$ cat src/rtl/pipe_pkg.sv
// Shared encodings for the fetch-PC redirect logic: sequencer states,
// redirect priority codes and the machine-external-interrupt mcause value.
package pipe_pkg;

  typedef enum logic [1:0] {
    ST_BOOT = 2'd0,
    ST_RUN  = 2'd1,
    ST_HOLD = 2'd2
  } state_e;

  // Numeric order is the arbitration order: a larger code wins.
  typedef enum logic [2:0] {
    PRIO_NONE = 3'd0,
    PRIO_BR   = 3'd1,
    PRIO_IRQ  = 3'd2,
    PRIO_MRET = 3'd3,
    PRIO_EXC  = 3'd4
  } prio_e;

  localparam logic [31:0] MCAUSE_MEI = 32'h8000_000B;

  function automatic logic prio_higher(input prio_e a, input prio_e b);
    return (a > b);
  endfunction

endpackage

$ cat src/rtl/redirect_arb.sv
// Combinational priority pick among exception, mret, interrupt and branch
// redirects; also produces the mcause/mepc values for a trap.
module redirect_arb
  import pipe_pkg::*;
#(
  parameter int XLEN = 32
) (
  input  logic            exc_valid_i,
  input  logic [4:0]      exc_cause_i,
  input  logic [XLEN-1:0] exc_pc_i,
  input  logic            mret_valid_i,
  input  logic [XLEN-1:0] mepc_i,
  input  logic [XLEN-1:0] mtvec_i,
  input  logic            irq_req_i,
  input  logic            br_valid_i,
  input  logic [XLEN-1:0] br_target_i,
  input  logic [XLEN-1:0] irq_fallback_pc_i,
  output logic            ev_valid_o,
  output prio_e           ev_prio_o,
  output logic [XLEN-1:0] ev_target_o,
  output logic            ev_trap_o,
  output logic [31:0]     ev_cause_o,
  output logic [XLEN-1:0] ev_epc_o
);

  logic [XLEN-1:0] trap_base;
  assign trap_base = mtvec_i & ~XLEN'(3);

  always_comb begin
    ev_valid_o  = 1'b0;
    ev_prio_o   = PRIO_NONE;
    ev_target_o = '0;
    ev_trap_o   = 1'b0;
    ev_cause_o  = '0;
    ev_epc_o    = '0;
    if (exc_valid_i) begin
      ev_valid_o  = 1'b1;
      ev_prio_o   = PRIO_EXC;
      ev_target_o = trap_base;
      ev_trap_o   = 1'b1;
      ev_cause_o  = {27'b0, exc_cause_i};
      ev_epc_o    = exc_pc_i;
    end else if (mret_valid_i) begin
      ev_valid_o  = 1'b1;
      ev_prio_o   = PRIO_MRET;
      ev_target_o = mepc_i;
    end else if (irq_req_i) begin
      // The interrupted stream resumes where fetch would have gone next.
      ev_valid_o  = 1'b1;
      ev_prio_o   = PRIO_IRQ;
      ev_target_o = trap_base;
      ev_trap_o   = 1'b1;
      ev_cause_o  = MCAUSE_MEI;
      ev_epc_o    = br_valid_i ? br_target_i : irq_fallback_pc_i;
    end else if (br_valid_i) begin
      ev_valid_o  = 1'b1;
      ev_prio_o   = PRIO_BR;
      ev_target_o = br_target_i;
    end
  end

endmodule

$ cat src/rtl/pc_redirect_ctrl.sv
// Fetch-PC sequencer: chooses the PC register's next value each cycle,
// parks redirects while IF is stalled and signals trap entry to the CSRs.
module pc_redirect_ctrl
  import pipe_pkg::*;
#(
  parameter logic [31:0] BOOT_PC = 32'h0000_0000,
  parameter int          XLEN    = 32
) (
  input  logic            clk,
  input  logic            rst_n,
  input  logic [XLEN-1:0] pc_cur,
  input  logic            if_allow_in,
  input  logic            br_valid,
  input  logic [XLEN-1:0] br_target,
  input  logic            exc_valid,
  input  logic [4:0]      exc_cause,
  input  logic [XLEN-1:0] exc_pc,
  input  logic            mret_valid,
  input  logic [XLEN-1:0] mepc,
  input  logic [XLEN-1:0] mtvec,
  input  logic            irq_pending,
  input  logic            irq_enable,
  output logic [XLEN-1:0] next_pc,
  output logic            pre_if_valid,
  output logic            flush,
  output logic            trap_taken,
  output logic [31:0]     trap_cause,
  output logic [XLEN-1:0] trap_epc
);

  state_e          state_q, state_d;
  logic [XLEN-1:0] pend_pc_q, pend_pc_d;
  prio_e           pend_prio_q, pend_prio_d;
  logic            irq_block_q;

  logic [XLEN-1:0] seq_pc;
  logic [XLEN-1:0] irq_fallback_pc;
  logic            irq_req;
  logic            ev_valid;
  prio_e           ev_prio;
  logic [XLEN-1:0] ev_target;
  logic            ev_trap;
  logic [31:0]     ev_cause;
  logic [XLEN-1:0] ev_epc;
  logic            accept;

  assign seq_pc  = pc_cur + XLEN'(4);
  // MIE is still set in the cycle after trap entry; suppress re-entry there.
  assign irq_req = irq_pending & irq_enable & ~irq_block_q;
  assign irq_fallback_pc = (state_q == ST_HOLD && pend_prio_q == PRIO_BR) ? pend_pc_q : seq_pc;

  redirect_arb #(.XLEN(XLEN)) u_arb (
    .exc_valid_i       (exc_valid),
    .exc_cause_i       (exc_cause),
    .exc_pc_i          (exc_pc),
    .mret_valid_i      (mret_valid),
    .mepc_i            (mepc),
    .mtvec_i           (mtvec),
    .irq_req_i         (irq_req),
    .br_valid_i        (br_valid),
    .br_target_i       (br_target),
    .irq_fallback_pc_i (irq_fallback_pc),
    .ev_valid_o        (ev_valid),
    .ev_prio_o         (ev_prio),
    .ev_target_o       (ev_target),
    .ev_trap_o         (ev_trap),
    .ev_cause_o        (ev_cause),
    .ev_epc_o          (ev_epc)
  );

  always_ff @(posedge clk) begin
    if (!rst_n) begin
      state_q     <= ST_BOOT;
      pend_pc_q   <= '0;
      pend_prio_q <= PRIO_NONE;
      irq_block_q <= 1'b0;
    end else begin
      state_q     <= state_d;
      pend_pc_q   <= pend_pc_d;
      pend_prio_q <= pend_prio_d;
      irq_block_q <= trap_taken;
    end
  end

  always_comb begin
    state_d      = state_q;
    pend_pc_d    = pend_pc_q;
    pend_prio_d  = pend_prio_q;
    accept       = 1'b0;
    next_pc      = seq_pc;
    pre_if_valid = 1'b1;
    flush        = 1'b0;
    trap_taken   = 1'b0;
    trap_cause   = '0;
    trap_epc     = '0;

    unique case (state_q)
      ST_BOOT: begin
        next_pc = BOOT_PC;
        if (if_allow_in) state_d = ST_RUN;
      end
      ST_RUN: begin
        accept = ev_valid;
        if (ev_valid) begin
          next_pc = ev_target;
          if (!if_allow_in) begin
            pend_pc_d   = ev_target;
            pend_prio_d = ev_prio;
            state_d     = ST_HOLD;
          end
        end
      end
      ST_HOLD: begin
        next_pc = pend_pc_q;
        accept  = ev_valid && prio_higher(ev_prio, pend_prio_q);
        if (accept) begin
          next_pc     = ev_target;
          pend_pc_d   = ev_target;
          pend_prio_d = ev_prio;
        end
        if (if_allow_in) begin
          state_d     = ST_RUN;
          pend_prio_d = PRIO_NONE;
        end
      end
      default: begin
        state_d = ST_BOOT;
        next_pc = BOOT_PC;
      end
    endcase

    if (accept) begin
      flush      = 1'b1;
      trap_taken = ev_trap;
      trap_cause = ev_trap ? ev_cause : '0;
      trap_epc   = ev_trap ? ev_epc : '0;
    end

    // Hold the documented reset values on the outputs while reset is asserted.
    if (!rst_n) begin
      state_d      = ST_BOOT;
      pend_pc_d    = '0;
      pend_prio_d  = PRIO_NONE;
      next_pc      = BOOT_PC;
      pre_if_valid = 1'b1;
      flush        = 1'b0;
      trap_taken   = 1'b0;
      trap_cause   = '0;
      trap_epc     = '0;
    end
  end

endmodule

$ cat config.mk
export PLATFORM = sky130hd
export DESIGN_NAME = pc_redirect_ctrl
export DESIGN_NICKNAME = d
export VERILOG_FILES = /design/src/rtl/pipe_pkg.sv /design/src/rtl/redirect_arb.sv /design/src/rtl/pc_redirect_ctrl.sv
export SDC_FILE = /design/constraint.sdc
export NUM_CORES = 1
export LEC_CHECK = 0
export CAP_MARGIN = 25
export CORE_UTILIZATION = 30
export DETAILED_ROUTE_END_ITERATION = 16
export PLACE_DENSITY_LB_ADDON = 0.05
export SLEW_MARGIN = 5
export SYNTH_ARGS = -nofsm -noshare
export SYNTH_HDL_FRONTEND = slang
export SYNTH_SLANG_ARGS = --single-unit
$ cat constraint.sdc
create_clock -name clk -period 7.9 [get_ports clk]
set_input_delay 2.37 -clock clk [delete_from_list [all_inputs] [get_ports clk]]
set_output_delay 2.37 -clock clk [all_outputs]
set_load 0.005 [all_outputs]
==> qor.csv, run 1 <==
stage,metric,value,unit
clock_network,clock latency of the later-clocked register in the worst-skew pair,0.29,ns
yosys,average instance area after synthesis,6.84,sq um
power_and_ir_drop,Worst IR Drop VDD,0.0000780,V
clock_network,hold buffer count at CTS,0,
routing,met1 routed wirelength after detailed routing,10700,microns
floorplanning,area of the placeable core,16600,sq um
floorplanning,die area,17500,sq um
setup_path,Setup CP Type,in2out,
global_routing,via count of the first global-routing pass,6877,
yosys,number of synthesized register bits,38,
power_and_ir_drop,power share of the combinational group,0.450,
routing,routed via count,7030,
setup_path,worst setup path startpoint,irq_enable,
clock_network,clk sink count,38,
setup_path,Worst setup SP type,primary input,
routing,met2 wirelength from detailed routing,12500,microns
finish,synthesis-to-finish area growth,55.1,%
floorplanning,num ports,272,
finish,layout cells sized above 1,0.0706,
worst_hold_path,classification of the worst-slack hold path,reg2reg,
status,result of the run,"finished, final reports clean",
setup_path,data arrival time of the critical path,5.42,ns
timing,Final min period,7.79,ns
setup_path,reg-to-reg startpoint,irq_block_q$_SDFF_PN0_,
yosys,library cells used by synthesis,70,
power_and_ir_drop,share of power burned in registers,0.282,
timing,Final Max Tran Viols,0,
yosys,proportion of register bits with asynchronous set or reset after synthesis,0,
yosys,sequential fraction of the synthesis area,0.149,
global_routing,first-pass GRT wire length,39300,microns
yosys,post-synthesis instance area,5090,sq um
global_routing,largest net degree at the start of global routing,58,
power_and_ir_drop,clock power share,0.268,
clock_network,master cell of the clock root buffer,clkbuf_16,
setup_path,worst-case reg-to-reg path depth,14,
place,Detailed Place HPWL,19500,microns
timing,relative slew slack,0.408,
global_routing,GR Overflow Total,0,
setup_path,Worst R2R Setup Slack,4.36,ns
finish,Final nets,1141,
job,max-cap violations,0,
timing,Tightest Pin Transition,0.886,ns
setup_path,FF-to-FF End,pend_pc_q[0]$_SDFFE_PN0P_,
global_routing,antenna violations before repair,1,
routing,routed length on met3,2100,microns
routing,Initial DRC Count,587,
place,placer congestion estimate,0.953,
timing,unrepaired setup endpoints after global routing,no,
timing,slack of the critical path,0.115,ns
floorplanning,vertical die dimension,132,microns
setup_path,worst-path maximum fanout,22,
timing,Final Skew,0.00669,ns
routing,residual DRC count,0,
place,Place WS,0.0386,ns
timing,final hold vios,0,
timing,ratio of final minimum period to clock period,0.985,
yosys,cell count after synthesis,745,
floorplanning,# rows,47,
clock_network,TritonCTS clock tree,done,
power_and_ir_drop,switch share,0.365,
setup_path,required arrival time at the worst endpoint,5.53,ns
global_routing,Overall Global Routing Usage,0.290,
clock_network,clock slew seen by the registers of the worst setup and hold paths,0.06,ns
timing,count of endpoints failing setup in the final report,0,
power_and_ir_drop,Power Internal,0.509,mW
clock_network,clock buffer count from CTS,5,
setup_path,worst setup path end,next_pc[27],
power_and_ir_drop,Net Switching,0.293,mW
power_and_ir_drop,Power Dens Cells,102,nW/um^2
timing,Fmax,128,MHz
floorplanning,Die Span X,132,microns
routing,first-pass iteration count of the detailed router,5,
routing,Top Layer Used,met4,
floorplanning,initial core utilization,0.307,
setup_path,type of destination of the critical path,primary output,
timing,final setup TNS,0,ns
yosys,count of yosys warnings during synthesis,0,
clock_network,H-tree Lvls,2,
routing,WL/cell,22.0,microns
routing,Total Routed Length,26000,microns
place,I/O Buffers,242,
yosys,"EDFF count, synth",0,
finish,antenna diode count,0,
clock_network,buffer levels on the longest clock path,2,
routing,average vias per placed instance,5.94,
power_and_ir_drop,leakage power summed over all cells,3.16,nW
routing,Post-DRT Antenna Nets,0,
yosys,most used flip-flop cell after synthesis,dfxtp_1,
[routing by layer]
metal | global-route usage | up-vias
li1 | - | 3222
met1 | 0.361 | 3331
met2 | 0.500 | 429
met3 | 0.0511 | 48
met4 | 0.0983 | 0
met5 | 0 | -
[power by group through the flow]
stage	logic, mW	registers (mW)	clock network (mW)
6_report	0.361	0.226	0.215
5_1_grt	0.386	0.228	0.222
4_1_cts	0.356	0.225	0.216
3_5_place_dp	0.354	0.230	0
3_3_place_gp	0.350	0.228	0
2_1_floorplan	0.190	0.225	0
[synth_stat cells (4+ instances only)]
cell type | n | area, sq um
nand2_1 | 83 | 312
nor2_1 | 59 | 221
o21ai_0 | 49 | 245
clkbuf_1 | 48 | 180
a21oi_1 | 44 | 220
dfxtp_1 | 38 | 761
nand4_1 | 37 | 231
nand3_1 | 34 | 170
a32oi_1 | 27 | 236
buf_4 | 27 | 203
and2_1 | 19 | 119
mux2i_1 | 18 | 180
o211a_1 | 16 | 160
o22ai_1 | 15 | 93.8
nor3_1 | 14 | 70.1
o211ai_1 | 14 | 105
xor2_1 | 14 | 123
a222oi_1 | 13 | 130
buf_2 | 13 | 65.1
inv_1 | 13 | 48.8
xnor2_1 | 11 | 96.3
and3_1 | 9 | 56.3
o21a_1 | 9 | 67.6
a22oi_1 | 8 | 60.1
nand2b_1 | 8 | 50.1
nor4_1 | 7 | 43.8
a32o_1 | 6 | 60.1
buf_6 | 6 | 67.6
ha_1 | 6 | 75.1
a221o_1 | 5 | 50.1
o2111ai_1 | 5 | 43.8
o21ai_1 | 5 | 25.0
a31oi_1 | 4 | 25.0
buf_1 | 4 | 15.0
[logic make-up (layout without fill, tap and decap cells)]
group           after synthesis  after routing  share of synthesized area
simple gates                292            292                      0.288
compound gates              251            251                      0.351
xor+xnor                     25             25                     0.0430
mux                          18             18                     0.0354
other cells                   2             27                    0.00147
flops                        38             38                      0.149
buf+inv                     112            305                      0.114
fa+ha+maj                     7              7                     0.0169
[how the worst min path moves through the flow]
stage / startpoint / depth (start not counted) / endpoint
after global placement: pend_pc_q[24]$_SDFFE_PN0P_ / 2 / pend_pc_q[24]$_SDFFE_PN0P_
after detailed placement: pend_pc_q[24]$_SDFFE_PN0P_ / 2 / pend_pc_q[24]$_SDFFE_PN0P_
after CTS: pend_pc_q[24]$_SDFFE_PN0P_ / 2 / pend_pc_q[24]$_SDFFE_PN0P_
after floorplan: pend_pc_q[20]$_SDFFE_PN0P_ / 2 / pend_pc_q[20]$_SDFFE_PN0P_
final: pend_pc_q[24]$_SDFFE_PN0P_ / 2 / pend_pc_q[24]$_SDFFE_PN0P_
after global routing: pend_pc_q[28]$_SDFFE_PN0P_ / 2 / pend_pc_q[28]$_SDFFE_PN0P_
[critical path, stage by stage]
cell	delay [ns]
clkdlybuf4s50_1	0.51
nor4bb_1	0.72
or4_4	0.28
and3_4	0.19
nand2_2	0.09
buf_12	0.18
or3_1	0.38
o211ai_1	0.14
clkdlybuf4s50_1	0.55
[flip-flops by register name (all words and copies together) (netlist names)]
name         flops
pend_pc_q       32
pend_prio_q      3
state_q          2
irq_block_q      1
[layout by cell type (no fill, tap or decap), types with 14 or more instances in the layout]
cell type        synthesis  layout
o211a_1                 16      16
conb_1                   2      27
nand2_1                 83      83
xor2_1                  14      14
o22ai_1                 15      15
mux2i_1                 18      18
o211ai_1                14      14
clkdlybuf4s50_1          0     231
buf_4                   27      37
a21oi_1                 44      44
o21ai_0                 49      45
dfxtp_1                 38      38
a32oi_1                 27      27
nand4_1                 37      37
nand3_1                 34      34
and2_1                  19      19
nor2_1                  59      59
[per-stage QoR]
| stage | cell area [sq um] | util | std cells | hold slack (ns) | power, mW |
|---|---|---|---|---|---|
| floorplan | 5190 | - | 770 | 0.442 | 0.415 |
| global placement | 7720 | 0.465 | 1175 | 0.451 | 0.578 |
| detailed placement | 7720 | 0.465 | 1175 | 0.463 | 0.584 |
| CTS | 7870 | 0.474 | 1183 | 0.471 | 0.797 |
| global route | 7900 | 0.476 | 1183 | 0.505 | 0.836 |
| finish | 7900 | 0.476 | 1183 | 0.474 | 0.802 |
[cell type report]
class | instances | area (sq um)
sequential | 38 | 761
clock inverter | 1 | 5.00
fill | 1695 | 8680
tap | 220 | 275
timing repair buffer | 283 | 2780
multi-input combinational | 620 | 3890
inverter | 14 | 52.6
clock buffer | 7 | 143
[repair_timing]
| item | in CTS | in global routing |
|---|---|---|
| endpoints found under the setup margin | 0 | 30 |
| resized for setup | 0 | 14 |
| buffers inserted | 0 | 0 |
No activity file was read; power rests on OpenSTA's default activity.
==> run 2: changes to the inputs <==
--- a/config.mk
+++ b/config.mk
@@ -6,8 +6,10 @@
 export NUM_CORES = 1
 export LEC_CHECK = 0
 export CAP_MARGIN = 25
+export CORE_MARGIN = 2
 export CORE_UTILIZATION = 30
 export DETAILED_ROUTE_END_ITERATION = 16
+export DONT_BUFFER_PORTS = 1
 export PLACE_DENSITY_LB_ADDON = 0.05
 export SLEW_MARGIN = 5
 export SYNTH_ARGS = -nofsm -noshare
==> qor.csv, run 2 (synthesis results as in run 1) <==
stage,metric,value,unit
setup_path,cell family with the largest share of critical-path delay,simple AND/OR/NAND/NOR gates,
clock_network,clock latency of the later-clocked register in the worst-skew pair,0.29,ns
floorplanning,# rows,47,
global_routing,Overall Global Routing Usage,0.264,
global_routing,largest net degree at the start of global routing,59,
finish,antenna diode count,0,
worst_hold_path,destination of the worst hold path,pend_pc_q[20]$_SDFFE_PN0P_,
finish,total area of multi-input combinational cells,3880,sq um
timing,ratio of final minimum period to clock period,0.914,
setup_path,required arrival time at the worst endpoint,5.53,ns
setup_path,type of destination of the critical path,primary output,
timing,Final min period,7.22,ns
clock_network,H-tree Lvls,2,
timing,final hold vios,0,
finish,layout cells sized above 1,0.0587,
floorplanning,vertical die dimension,134,microns
routing,WL/cell,27.2,microns
place,I/O Buffers,0,
timing,Tightest Pin Transition,0.943,ns
power_and_ir_drop,Power Dens Cells,126,nW/um^2
routing,routed length on met3,1990,microns
worst_hold_path,classification of the worst-slack hold path,reg2reg,
status,result of the run,"finished, final reports clean",
power_and_ir_drop,leakage power summed over all cells,2.00,nW
global_routing,via count of the first global-routing pass,5655,
finish,Final nets,877,
setup_path,critical path cell sequence,"nand3b_1, nor2_1, nor2_1, o21ai_0, ha_1, nand2_1, or4_4, and3_1, nand2_2, buf_12, mux2i_1, o22ai_1",
power_and_ir_drop,Worst IR Drop VDD,0.0000838,V
routing,first-pass iteration count of the detailed router,5,
finish,largest registers,"pend_pc_q: 32 flops, pend_prio_q: 3 flops, state_q: 2 flops",
setup_path,worst-case reg-to-reg path depth,13,
routing,Initial DRC Count,606,
setup_path,worst-path maximum fanout,28,
worst_hold_path,worst hold path depth,2,
setup_path,FF-to-FF End,pend_pc_q[0]$_SDFFE_PN0P_,
floorplanning,area of the placeable core,16600,sq um
timing,slack of the critical path,0.680,ns
clock_network,master cell of the clock root buffer,clkbuf_16,
timing,unrepaired setup endpoints after global routing,no,
floorplanning,initial core utilization,0.307,
routing,Total Routed Length,25000,microns
clock_network,TritonCTS clock tree,done,
setup_path,CP most frequent cell,nor2_1,
finish,most used cells in the layout excluding fill and tap cells,"nand2_1, nor2_1, o21ai_0, a21oi_1, dfxtp_1",
finish,top register by number of flip-flops,pend_pc_q,
finish,utilization of the core after routing,0.319,
finish,synthesis-to-finish area growth,3.93,%
timing,Final Skew,0.00693,ns
timing,Final Max Tran Viols,0,
floorplanning,die area,18000,sq um
clock_network,hold buffer count at CTS,0,
routing,average vias per placed instance,6.46,
routing,residual DRC count,0,
finish,number of filler instances in the final layout,1851,
timing,final setup TNS,0,ns
setup_path,Worst R2R Setup Slack,4.42,ns
finish,number of flip-flops in the largest register,32,
clock_network,buffer levels on the longest clock path,2,
floorplanning,num ports,272,
routing,met1 routed wirelength after detailed routing,10000,microns
setup_path,buffers and inverters on the worst path,1,
routing,met2 wirelength from detailed routing,12500,microns
global_routing,first-pass GRT wire length,36300,microns
clock_network,clock slew seen by the registers of the worst setup and hold paths,0.06,ns
clock_network,clock buffer count from CTS,5,
place,Place WS,0.683,ns
setup_path,Setup CP Type,in2out,
worst_hold_path,worst min-delay path startpoint,pend_pc_q[20]$_SDFFE_PN0P_,
timing,Fmax,138,MHz
clock_network,Setup Buffers After CTS,0,
routing,Post-DRT Antenna Nets,0,
setup_path,reg-to-reg startpoint,irq_block_q$_SDFF_PN0_,
setup_path,Worst setup SP type,primary input,
setup_path,data arrival time of the critical path,4.85,ns
clock_network,clk sink count,38,
timing,relative slew slack,0.371,
timing,count of endpoints failing setup in the final report,0,
clock_network,post-CTS sizing,0,
global_routing,antenna violations before repair,0,
job,max-cap violations,0,
finish,most common library cell in the layout ignoring fill and taps,nand2_1,
setup_path,library cell contributing the largest single delay on the critical path,or4_4,
setup_path,slowest cell delay on critical path,0.50,ns
routing,Top Layer Used,met4,
finish,sequential cell area,761,sq um
routing,routed via count,5940,
floorplanning,Die Span X,134,microns
place,Detailed Place HPWL,18300,microns
place,placer congestion estimate,0.822,
global_routing,GR Overflow Total,0,
timing,Hold Worst Slack,0.471,ns
-- run 2: changes by cell type in the layout (fill, tap and decap cells not counted) --
cell,delta
buf_4,-21
dlymetal6s2s_1,-8
and3_1,+1
o21ai_0,+3
o21ai_1,-2
clkdlybuf4s50_1,-231
buf_6,-1
and3_4,-1
o21ai_2,-1
buf_2,-3
-- run 2: worst reg2reg max path: cells and delay by family (launching register included) --
family	cells	cell delay (ns)
simple gates	6	1.28
compound gates	3	0.50
mux	1	0.22
buf+inv	2	0.79
fa+ha+maj	1	0.31
flops	1	0.34
-- run 2: cell type report --
cell class | instances | share of cell area
multi-input combinational | 620 | 0.732
clock inverter | 1 | 0.000945
timing repair buffer | 19 | 0.0340
inverter | 14 | 0.00993
sequential | 38 | 0.144
tap | 220 | 0.0520
clock buffer | 7 | 0.0269
-- run 2: metal layers --
layer	track usage	up-vias
met5	0	-
met1	0.340	2885
met2	0.466	336
met3	0.0416	28
li1	-	2691
met4	0.0538	0
-- run 2: through the flow --
stage / power [mW] / instances / area, sq um
2_1_floorplan: 0.415 / 770 / 5190
5_1_grt: 0.704 / 919 / 5290
3_5_place_dp: 0.456 / 911 / 5150
4_1_cts: 0.670 / 919 / 5290
6_report: 0.668 / 919 / 5290
3_3_place_gp: 0.452 / 911 / 5150
-- run 2: worst max path at each step --
| stage | cells past startpoint | startpoint | slack, ns | endpoint |
|---|---|---|---|---|
| final | 12 | irq_enable | 0.68 | next_pc[4] |
| after global placement | 12 | irq_enable | 0.69 | next_pc[4] |
| after floorplan | 12 | br_valid | 0.89 | next_pc[27] |
| after CTS | 12 | irq_enable | 0.68 | next_pc[4] |
| after global routing | 12 | irq_pending | 0.44 | next_pc[4] |
| after detailed placement | 12 | irq_enable | 0.68 | next_pc[4] |
-- run 2: power breakdown --
part           switching [mW]  internal (mW)
clock                  0.0884          0.126
combinational           0.145         0.0830
sequential             0.0152          0.211
total                   0.249          0.419
